--- config.mk ---
export PLATFORM = sky130hd
export DESIGN_NAME = ecc_mont_sequencer_flat
export DESIGN_NICKNAME = d
export VERILOG_FILES = /design/src/rtl/ecc_mont_sequencer_if.sv /design/src/rtl/ecc_mont_sequencer.sv /design/src/flat_wrapper.sv
export SDC_FILE = /design/constraint.sdc
export NUM_CORES = 1
export LEC_CHECK = 0
export BUFFER_PORTS_ARGS = -buffer_cell sky130_fd_sc_hd__buf_2
export CAP_MARGIN = 10
export CORE_AREA = 2 2 230 232
export CTS_BUF_LIST = sky130_fd_sc_hd__clkbuf_16
export DETAILED_ROUTE_END_ITERATION = 10
export DIE_AREA = 0 0 232 234
export GPL_TIMING_DRIVEN = 0
export PLACE_DENSITY_LB_ADDON = 0.08
export SLEW_MARGIN = 20
export SYNTH_ARGS = -nofsm -noshare
export SYNTH_HDL_FRONTEND = slang
export SYNTH_SLANG_ARGS = --single-unit
--- constraint.sdc ---
create_clock -name clk -period 8.85 [get_ports clk]
set_input_delay 0.885 -clock clk [delete_from_list [all_inputs] [get_ports clk]]
set_output_delay 0.885 -clock clk [all_outputs]
set_load 0.1 [all_outputs]
--- src/rtl/ecc_mont_sequencer_if.sv ---
// Bundle of host, domain-transfer and point-core signals around the ECC Montgomery sequencer.
// The slave modport is the sequencer's view. The master modport is the environment's view.
interface ecc_mont_sequencer_if #(
  parameter int W = 32
) ();
  logic         start;
  logic [W-1:0] px_in;
  logic [W-1:0] py_in;
  logic [W-1:0] a_in;
  logic [W-1:0] prime_in;
  logic         busy;
  logic         done;
  logic         err;
  logic [W-1:0] px_res;
  logic [W-1:0] py_res;
  logic         dt_start;
  logic         dt_to_mont;
  logic [W-1:0] dt_px;
  logic [W-1:0] dt_py;
  logic [W-1:0] dt_a;
  logic [W-1:0] dt_prime;
  logic [W-1:0] dt_px_o;
  logic [W-1:0] dt_py_o;
  logic [W-1:0] dt_a_o;
  logic         dt_done;
  logic         core_start;
  logic [W-1:0] core_px;
  logic [W-1:0] core_py;
  logic [W-1:0] core_a;
  logic [W-1:0] core_px_o;
  logic [W-1:0] core_py_o;
  logic         core_done;

  modport slave (
    input  start, px_in, py_in, a_in, prime_in,
    input  dt_px_o, dt_py_o, dt_a_o, dt_done, core_px_o, core_py_o, core_done,
    output busy, done, err, px_res, py_res,
    output dt_start, dt_to_mont, dt_px, dt_py, dt_a, dt_prime,
    output core_start, core_px, core_py, core_a
  );

  modport master (
    output start, px_in, py_in, a_in, prime_in,
    output dt_px_o, dt_py_o, dt_a_o, dt_done, core_px_o, core_py_o, core_done,
    input  busy, done, err, px_res, py_res,
    input  dt_start, dt_to_mont, dt_px, dt_py, dt_a, dt_prime,
    input  core_start, core_px, core_py, core_a
  );
endinterface

--- src/rtl/ecc_mont_sequencer.sv ---
// Sequences one ECC point operation in three steps: convert to the Montgomery domain, run the point core, then convert back.
// A per-wait watchdog aborts to ERR if the downstream unit stays silent for too long.
//
// state     | meaning
// IDLE      | waiting for start; operands captured on start
// FWD_REQ   | pulse dt_start with to_mont=1
// FWD_WAIT  | wait dt_done; Montgomery operands go to core_*
// CORE_REQ  | pulse core_start
// CORE_WAIT | wait core_done; core results go back to dt_*
// INV_REQ   | pulse dt_start with to_mont=0
// INV_WAIT  | wait dt_done; regular-domain results captured
// FIN       | done pulse, result valid
// ERR       | done+err pulse, result zeroed
module ecc_mont_sequencer #(
  parameter int W       = 32,
  parameter int TIMEOUT = 4096,
  parameter int TW      = 13
) (
  input  logic                  clk,
  input  logic                  reset,
  ecc_mont_sequencer_if.slave   bus
);

  typedef enum logic [3:0] {
    IDLE      = 4'd0,
    FWD_REQ   = 4'd1,
    FWD_WAIT  = 4'd2,
    CORE_REQ  = 4'd3,
    CORE_WAIT = 4'd4,
    INV_REQ   = 4'd5,
    INV_WAIT  = 4'd6,
    FIN       = 4'd7,
    ERR       = 4'd8
  } state_e;

  localparam logic [TW-1:0] WD_LAST = TW'(TIMEOUT - 1);

  state_e        state_q, state_d;
  logic [TW-1:0] wd_q, wd_d;
  logic [W-1:0]  dt_px_q, dt_py_q, dt_a_q, dt_prime_q;
  logic [W-1:0]  core_px_q, core_py_q, core_a_q;
  logic [W-1:0]  px_res_q, py_res_q;

  logic cap_en, fwd_ld, core_ld, inv_ld, tmo;
  logic wd_exp;
  logic in_wait;

  assign wd_exp  = (wd_q == WD_LAST);
  assign in_wait = (state_q == FWD_WAIT) || (state_q == CORE_WAIT) || (state_q == INV_WAIT);

  always_comb begin
    state_d = state_q;
    cap_en  = 1'b0;
    fwd_ld  = 1'b0;
    core_ld = 1'b0;
    inv_ld  = 1'b0;
    tmo     = 1'b0;
    unique case (state_q)
      IDLE: begin
        if (bus.start) begin
          cap_en  = 1'b1;
          state_d = FWD_REQ;
        end
      end
      FWD_REQ:  state_d = FWD_WAIT;
      FWD_WAIT: begin
        // A completion in the expiry cycle still counts as success.
        if (bus.dt_done) begin
          fwd_ld  = 1'b1;
          state_d = CORE_REQ;
        end else if (wd_exp) begin
          tmo     = 1'b1;
          state_d = ERR;
        end
      end
      CORE_REQ:  state_d = CORE_WAIT;
      CORE_WAIT: begin
        if (bus.core_done) begin
          core_ld = 1'b1;
          state_d = INV_REQ;
        end else if (wd_exp) begin
          tmo     = 1'b1;
          state_d = ERR;
        end
      end
      INV_REQ:  state_d = INV_WAIT;
      INV_WAIT: begin
        if (bus.dt_done) begin
          inv_ld  = 1'b1;
          state_d = FIN;
        end else if (wd_exp) begin
          tmo     = 1'b1;
          state_d = ERR;
        end
      end
      FIN:     state_d = IDLE;
      ERR:     state_d = IDLE;
      default: state_d = IDLE;
    endcase

    // Every WAIT is entered from its REQ state, so staying put is the only case that counts.
    wd_d = '0;
    if (in_wait && (state_d == state_q)) begin
      wd_d = wd_q + TW'(1);
    end
  end

  always_ff @(posedge clk or posedge reset) begin
    if (reset) begin
      state_q    <= IDLE;
      wd_q       <= '0;
      dt_px_q    <= '0;
      dt_py_q    <= '0;
      dt_a_q     <= '0;
      dt_prime_q <= '0;
      core_px_q  <= '0;
      core_py_q  <= '0;
      core_a_q   <= '0;
      px_res_q   <= '0;
      py_res_q   <= '0;
    end else begin
      state_q <= state_d;
      wd_q    <= wd_d;
      if (cap_en) begin
        dt_px_q    <= bus.px_in;
        dt_py_q    <= bus.py_in;
        dt_a_q     <= bus.a_in;
        dt_prime_q <= bus.prime_in;
      end
      if (fwd_ld) begin
        core_px_q <= bus.dt_px_o;
        core_py_q <= bus.dt_py_o;
        core_a_q  <= bus.dt_a_o;
      end
      // The inverse pass carries Montgomery A so that all three dt operands stay in one domain.
      if (core_ld) begin
        dt_px_q <= bus.core_px_o;
        dt_py_q <= bus.core_py_o;
        dt_a_q  <= core_a_q;
      end
      if (inv_ld) begin
        px_res_q <= bus.dt_px_o;
        py_res_q <= bus.dt_py_o;
      end
      if (tmo) begin
        px_res_q <= '0;
        py_res_q <= '0;
      end
    end
  end

  assign bus.busy       = (state_q != IDLE);
  assign bus.done       = (state_q == FIN) || (state_q == ERR);
  assign bus.err        = (state_q == ERR);
  assign bus.px_res     = px_res_q;
  assign bus.py_res     = py_res_q;
  assign bus.dt_start   = (state_q == FWD_REQ) || (state_q == INV_REQ);
  assign bus.dt_to_mont = (state_q == FWD_REQ) || (state_q == FWD_WAIT);
  assign bus.dt_px      = dt_px_q;
  assign bus.dt_py      = dt_py_q;
  assign bus.dt_a       = dt_a_q;
  assign bus.dt_prime   = dt_prime_q;
  assign bus.core_start = (state_q == CORE_REQ);
  assign bus.core_px    = core_px_q;
  assign bus.core_py    = core_py_q;
  assign bus.core_a     = core_a_q;

endmodule

--- src/flat_wrapper.sv ---
// flat-port wrapper written by rule: the top's interface ports become plain ports
module ecc_mont_sequencer_flat 
#(
  parameter int W       = 32,
  parameter int TIMEOUT = 4096,
  parameter int TW      = 13
)
  (clk, reset, bus_start, bus_px_in, bus_py_in, bus_a_in, bus_prime_in, bus_dt_px_o, bus_dt_py_o, bus_dt_a_o, bus_dt_done, bus_core_px_o, bus_core_py_o, bus_core_done, bus_busy, bus_done, bus_err, bus_px_res, bus_py_res, bus_dt_start, bus_dt_to_mont, bus_dt_px, bus_dt_py, bus_dt_a, bus_dt_prime, bus_core_start, bus_core_px, bus_core_py, bus_core_a);
  ecc_mont_sequencer_if #(.W(W)) bus_i ();
  input  logic clk;
  input  logic reset;
  input wire logic [$bits(bus_i.start)-1:0] bus_start;
  input wire logic [$bits(bus_i.px_in)-1:0] bus_px_in;
  input wire logic [$bits(bus_i.py_in)-1:0] bus_py_in;
  input wire logic [$bits(bus_i.a_in)-1:0] bus_a_in;
  input wire logic [$bits(bus_i.prime_in)-1:0] bus_prime_in;
  input wire logic [$bits(bus_i.dt_px_o)-1:0] bus_dt_px_o;
  input wire logic [$bits(bus_i.dt_py_o)-1:0] bus_dt_py_o;
  input wire logic [$bits(bus_i.dt_a_o)-1:0] bus_dt_a_o;
  input wire logic [$bits(bus_i.dt_done)-1:0] bus_dt_done;
  input wire logic [$bits(bus_i.core_px_o)-1:0] bus_core_px_o;
  input wire logic [$bits(bus_i.core_py_o)-1:0] bus_core_py_o;
  input wire logic [$bits(bus_i.core_done)-1:0] bus_core_done;
  output wire logic [$bits(bus_i.busy)-1:0] bus_busy;
  output wire logic [$bits(bus_i.done)-1:0] bus_done;
  output wire logic [$bits(bus_i.err)-1:0] bus_err;
  output wire logic [$bits(bus_i.px_res)-1:0] bus_px_res;
  output wire logic [$bits(bus_i.py_res)-1:0] bus_py_res;
  output wire logic [$bits(bus_i.dt_start)-1:0] bus_dt_start;
  output wire logic [$bits(bus_i.dt_to_mont)-1:0] bus_dt_to_mont;
  output wire logic [$bits(bus_i.dt_px)-1:0] bus_dt_px;
  output wire logic [$bits(bus_i.dt_py)-1:0] bus_dt_py;
  output wire logic [$bits(bus_i.dt_a)-1:0] bus_dt_a;
  output wire logic [$bits(bus_i.dt_prime)-1:0] bus_dt_prime;
  output wire logic [$bits(bus_i.core_start)-1:0] bus_core_start;
  output wire logic [$bits(bus_i.core_px)-1:0] bus_core_px;
  output wire logic [$bits(bus_i.core_py)-1:0] bus_core_py;
  output wire logic [$bits(bus_i.core_a)-1:0] bus_core_a;
  assign bus_i.start = bus_start;
  assign bus_i.px_in = bus_px_in;
  assign bus_i.py_in = bus_py_in;
  assign bus_i.a_in = bus_a_in;
  assign bus_i.prime_in = bus_prime_in;
  assign bus_i.dt_px_o = bus_dt_px_o;
  assign bus_i.dt_py_o = bus_dt_py_o;
  assign bus_i.dt_a_o = bus_dt_a_o;
  assign bus_i.dt_done = bus_dt_done;
  assign bus_i.core_px_o = bus_core_px_o;
  assign bus_i.core_py_o = bus_core_py_o;
  assign bus_i.core_done = bus_core_done;
  assign bus_busy = bus_i.busy;
  assign bus_done = bus_i.done;
  assign bus_err = bus_i.err;
  assign bus_px_res = bus_i.px_res;
  assign bus_py_res = bus_i.py_res;
  assign bus_dt_start = bus_i.dt_start;
  assign bus_dt_to_mont = bus_i.dt_to_mont;
  assign bus_dt_px = bus_i.dt_px;
  assign bus_dt_py = bus_i.dt_py;
  assign bus_dt_a = bus_i.dt_a;
  assign bus_dt_prime = bus_i.dt_prime;
  assign bus_core_start = bus_i.core_start;
  assign bus_core_px = bus_i.core_px;
  assign bus_core_py = bus_i.core_py;
  assign bus_core_a = bus_i.core_a;
  ecc_mont_sequencer #(.W(W), .TIMEOUT(TIMEOUT), .TW(TW)) u_core (.clk(clk), .reset(reset), .bus(bus_i));
endmodule
==> impl_metrics.ini, run 1 <==
[sta]
setup_viol_count_final = 0
clock_skew_ns = 0.0120
rsz0062_at_grt = no
drv_slew = 0
min_period_ns = 3.68
fin_crit_sh_pct = 41.6
relSlewSlack_pct = 51.6
worstMarginPinSlew_ns = 0.721
finalSetupTns_ns = 0
hold_viol = 0
hold_ws_ns = 0.335
clock.fmax_mhz = 272

[detailed_routing]
vias = 12858
first_pass_iters = 5
first_iter_violations = 664
viasPerCell = 4.97
antenna_left = 0
wl_per_cell_um = 22.5
route.detailed.drc = 0
routed_wl_um = 58200

[floorplan]
fp.coreArea_mm2 = 0.0520
floorplan.initialDensity_pct = 26.0
fp.dieH_um = 234
die_area_mm2 = 0.0543
die_x_um = 232
rows = 84
io_pins = 587

[cts]
hold_buffers = 0
clockBufferDepth = 3
cts-root-buf = clkbuf_16
clock_latency_ns = 0.55
cts_tree = yes
clkSinkCount = 305
cts_buffers = 40
postCtsSetupBuffers = 0
clkTransAtPathRegs_ns = 0.06
cts_resized = 0
htreeDepth = 2

[synthesis]
synth_edf_count = 0
synth_async_sr_flop_share_pct = 100
synth_top_area_share_pct = 56.4
ys_seq_area_share_pct = 56.4
synthCells = 1227
syn_area_mm2 = 0.0135
synth_fp_nets = 1521
ys_ff_latch = 305
avgSynthCellArea_um2 = 11.0
synth_cell_types = 45
ys.flop_type = dfrtp_1
yosysWarnings = 0
synth_area_leaders = dfrtp_1 (56%), mux2_2 (8.2%), nand3_1 (6.0%)
yosys.area.top_type = dfrtp_1

[final_layout]
post_route_cells_drive_above_1_share_pct = 44.6
multi_input_area_mm2 = 0.00526
nFillCells = 5421
register_area_mm2 = 0.00763
layout_common_cells = buf_2 (638), dfrtp_1 (305), nand3_1 (163), o21ai_0 (163), mux2_2 (99)
final_common_cell = buf_2
area_growth_pct = 38.9
nNetsFinal = 2160

[grt]
grt_pass1_vias = 12964
grt_max_degree = 32
antenna_found_initial = 10
grt_overflow = 0
track_usage_pct = 20.7
grt_pass1_wl_um = 85100

[job]
cap_violations = 0

[worst_hold_path]
hp-class = in2async

[setup_path]
worst_setup_path_end_kind = output port
required_ns = 7.97
start_kind = register
rrSetupSlack_ns = 6.44
critical_path_arrival_ns = 2.79
cp_max_fo = 10
r2r_cells = 5
critPathKind = reg2out

[run_status]
status = finished, final reports clean

[placement]
io_buffer_count = 585
dp_hpwl_um = 44500
gp_congestion = 0.852
==> worst max-delay path: stages (launching register included) <==
cell	delay [ns]
dfrtp_1	0.48
buf_4	0.24
clkbuf_1	0.29
clkbuf_1	0.33
nor3_1	0.36
buf_2	0.52
==> sequential cells by signal, summed over array words and instances, names as in the netlist <==
name	flops
u_core.bus.core_a	32
u_core.bus.core_px	32
u_core.bus.core_py	32
u_core.bus.dt_a	32
u_core.bus.dt_prime	32
u_core.bus.dt_px	32
u_core.bus.dt_py	32
u_core.bus.px_res	32
u_core.bus.py_res	32
u_core.state_q	4
u_core.wd_q	13
==> worst paths after layout <==
kind | start | end
max reg2reg | u_core.state_q[3]$_DFF_PP0_ | u_core.bus.core_px[6]$_DFFE_PP0P_
min | reset | u_core.bus.core_px[14]$_DFFE_PP0P_
max | u_core.state_q[2]$_DFF_PP0_ | bus_dt_to_mont
min in group clk | u_core.bus.core_py[29]$_DFFE_PP0P_ | u_core.bus.core_py[29]$_DFFE_PP0P_
max in group asynchronous | reset | u_core.bus.core_a[26]$_DFFE_PP0P_
min reg2reg | u_core.bus.core_py[29]$_DFFE_PP0P_ | u_core.bus.core_py[29]$_DFFE_PP0P_
==> cells in the mapped netlist (all sizes together), types with 2 or more instances <==
library cell  count
a211oi            7
a21oi            67
a22oi            64
a31oi            96
and2              2
buf              68
clkbuf           66
dfrtp           305
inv               8
mux2            129
nand2             5
nand3           164
nand4             3
nor2              3
nor2b             2
nor3             39
nor3b             2
nor4              3
o21ai           165
o31ai             3
or2               2
or3               5
or4               5
xnor2             3
==> metrics by stage <==
| step | area (um^2) | setup WS [ns] | util [%] | cells |
|---|---|---|---|---|
| after floorplan | 13500 | 3.18 | - | 1227 |
| after global placement | 17300 | 1.38 | 33.3 | 2500 |
| after detailed placement | 17600 | 5.61 | 33.8 | 2512 |
| after CTS | 18800 | 4.99 | 36.1 | 2581 |
| after global routing | 18800 | 4.92 | 36.1 | 2583 |
| final | 18800 | 5.17 | 36.1 | 2587 |
==> per-layer routing <==
layer  vias up  wire [um]  track usage [%]  share of wire [%]
li1       5892          -                -                  -
met1      6420      23700             25.7                 41
met2       467      28300             34.6                 49
met3        69       5040             6.89                8.7
met4        10       1070             4.77                1.8
met5         -         62                0               0.11
==> area by class of cell <==
type                       instances  area share [%]
antenna                            6          0.0799
buffer                           134            3.27
clock buffer                      42            5.59
clock inverter                    27           0.779
inverter                           8           0.180
multi-input combinational        780            28.0
sequential                       305            40.6
tap                              688            4.58
timing repair buffer             597            16.9
==> kinds of logic after synthesis <==
group | share of synthesized area, %
muxes | 11.6
AOI/OAI and AO/OA | 17.4
and+or+nand+nor | 9.57
adders and majority gates | 0.0924
buffers and inverters | 4.76
xor gates and xnor gates | 0.259
DFF | 56.4
Power of run 1 is not shown: default switching activity piles up to over one toggle a cycle in this logic, so the estimate is an artifact.
==> run 2: changes to the inputs <==
--- a/config.mk
+++ b/config.mk
@@ -5,12 +5,13 @@
 export SDC_FILE = /design/constraint.sdc
 export NUM_CORES = 1
 export LEC_CHECK = 0
+export ABC_AREA = 1
 export BUFFER_PORTS_ARGS = -buffer_cell sky130_fd_sc_hd__buf_2
 export CAP_MARGIN = 10
-export CORE_AREA = 2 2 230 232
+export CORE_AREA = 2 2 228 230
 export CTS_BUF_LIST = sky130_fd_sc_hd__clkbuf_16
 export DETAILED_ROUTE_END_ITERATION = 10
-export DIE_AREA = 0 0 232 234
+export DIE_AREA = 0 0 230 232
 export GPL_TIMING_DRIVEN = 0
 export PLACE_DENSITY_LB_ADDON = 0.08
 export SLEW_MARGIN = 20
==> constraint.sdc (replaced) <==
create_clock -name clk -period 3.35 [get_ports clk]
set_input_delay 0.335 -clock clk [delete_from_list [all_inputs] [get_ports clk]]
set_output_delay 0.335 -clock clk [all_outputs]
set_load 0.1 [all_outputs]
==> run 2 against run 1 <==
  * Sequential share of layout area shrank 0.19 points
  * Worst setup slack lost 4.8 ns
  * Global-route usage is essentially flat
  * Clock skew shrank 0.0014 ns
  * Die area shrank 1.7%
  * Critical path type unchanged
  * Highest routed layer unchanged
==> impl_metrics.ini, run 2 <==
[final_layout]
postLayoutCoreUtil_pct = 37.1
layout_common_cells = buf_2 (626), nand2_1 (429), dfrtp_1 (305)
area_growth_pct = 41.8
finalNonFillerCells = 2950
post_route_cells_drive_above_1_share_pct = 33.0
final_common_cell = buf_2
nNetsFinal = 2521

[cts]
clkTransAtPathRegs_ns = 0.05
clockBufferDepth = 3
hold_buffers = 33
clkSinkCount = 305
cts_buffers = 40
cts_tree = yes
htreeDepth = 2
cts_resized = 0
clock_latency_ns = 0.55
postCtsSetupBuffers = 0
cts-root-buf = clkbuf_16

[grt]
track_usage_pct = 20.6
grt_pass1_wl_um = 83700
grt_overflow = 0
antenna_found_initial = 25
grt_max_degree = 32
grt_pass1_vias = 13209

[synthesis]
ys_seq_area_share_pct = 57.3
synth_async_sr_flop_share_pct = 100
ys_ff_latch = 305
netlist_top_cells_count = nand2_1 (429), dfrtp_1 (305), inv_1 (181)
synth_cell_types = 28
yosysMostFrequentCell = nand2_1
avgSynthCellArea_um2 = 8.56
syn_area_mm2 = 0.0133
synthCells = 1555
synth_edf_count = 0
synth_area_leaders = dfrtp_1 (57%), nand2_1 (12%), inv_1 (5.1%)
yosysWarnings = 0
yosys.area.top_type = dfrtp_1
synth_fp_nets = 1849
ys.flop_type = dfrtp_1
synth_top_area_share_pct = 57.3

[setup_path]
reg2reg_from = u_core.wd_q[0]$_DFF_PP0_
critical_path_arrival_ns = 2.65
r2r-end = u_core.wd_q[6]$_DFF_PP0_
cp_max_fo = 10
critPathKind = reg2out
cp_cell_sequence = inv_2, buf_2, clkbuf_1, nand2_1, o21ai_1, buf_2
crit_slowest_cell = buf_2
start_kind = register
slowest_delay_ns = 0.47
rrSetupSlack_ns = 1.15
required_ns = 3.01
r2r_cells = 9
crit_path_frequent_cell = buf_2
worst_setup_path_end_kind = output port

[sta]
worstMarginPinSlew_ns = 0.804
fin_crit_sh_pct = 89.0
rsz0062_at_grt = no
clock_skew_ns = 0.0106
drv_slew = 0
relSlewSlack_pct = 46.4
hold_viol = 0
clock.fmax_mhz = 335
min_period_ns = 2.98
setup_viol_count_final = 0
fin_ws_ns = 0.367
hold_ws_ns = 0.0358

[worst_hold_path]
hp-class = in2reg
hold_depth = 2
min_from = bus_prime_in[4]
hold-path-endpoint = u_core.bus.dt_prime[4]$_DFFE_PP0P_

[detailed_routing]
first_iter_violations = 515
vias = 12976
route.detailed.drc = 0
routed_wl_um = 56200
wl_per_cell_um = 19.1
antenna_left = 0
first_pass_iters = 5
viasPerCell = 4.40

[placement]
gp_congestion = 0.896
dp_hpwl_um = 43900
place_inst = 2832
io_buffer_count = 586
pre_cts_slack_ns = 0.877

[floorplan]
floorplan.initialDensity_pct = 26.2
rows = 83
die_area_mm2 = 0.0534
die_x_um = 230
fp.coreArea_mm2 = 0.0509
fp.dieH_um = 232
io_pins = 587

[run_status]
status = finished, final reports clean

[job]
cap_violations = 0
-- run 2: changes by cell type after synthesis, moves of 29 or more --
cell / delta
nor3_1: +39
nand2_1: +425
nor2_1: +168
mux2_4: -30
a21oi_1: -34
mux2_2: -78
clkbuf_1: -29
o21ai_0: -34
inv_1: +174
a22oi_1: -64
a31oi_1: -32
nand3_1: -151
-- run 2: layer usage --
| metal | up-vias | GRT usage (%) | part of all wire [%] |
|---|---|---|---|
| met4 | 10 | 7.74 | 3.2 |
| li1 | 6251 | - | - |
| met2 | 421 | 35.9 | 49 |
| met1 | 6194 | 23.3 | 39 |
| met5 | - | 0 | 0.13 |
| met3 | 100 | 7.18 | 8.6 |
-- run 2: how the worst max path moves through the flow --
stage | cells past startpoint | end | start
after floorplan | 1 | u_core.bus.core_a[0]$_DFFE_PP0P_ | reset
after CTS | 6 | bus_done | u_core.state_q[2]$_DFF_PP0_
after global placement | 2 | u_core.bus.dt_py[22]$_DFFE_PP0P_ | reset
final | 6 | bus_done | u_core.state_q[2]$_DFF_PP0_
after detailed placement | 6 | bus_done | u_core.state_q[2]$_DFF_PP0_
after global routing | 6 | bus_done | u_core.state_q[2]$_DFF_PP0_
-- run 2: stage by stage --
step	setup TNS, ns	area [um^2]
2_1_floorplan	-317.81	13300
3_3_place_gp	-1076.86	17100
3_5_place_dp	0	17300
4_1_cts	0	18800
5_1_grt	0	18900
6_report	0	18900
-- run 2: cell type report --
cell class	instances	area, um^2
fill	5519	32000
sequential	305	7630
multi-input combinational	971	4490
timing repair buffer	630	3490
clock buffer	41	1030
tap	680	851
inverter	184	694
buffer	95	512
clock inverter	29	153
antenna	15	37.5
-- run 2: worst max-delay path: cells and delay by family, from the launching register on --
family	cells	cell delay (ns)
simple gates	1	0.14
compound gates	1	0.15
flops	1	0.43
buf+inv	4	1.37
-- run 2: cell families (layout without fill, tap and decap cells) --
group,Yosys count,in the layout,share of synthesized area [%]
other,0,15,0
muxes,32,32,2.71
DFF,305,305,57.3
xor gates and xnor gates,4,4,0.263
adders and majority gates,1,1,0.0940
AOI/OAI and AO/OA,227,227,9.15
buffers and inverters,279,979,9.03
and+or+nand+nor,707,707,21.4
Power of run 2 is left out for the same reason.
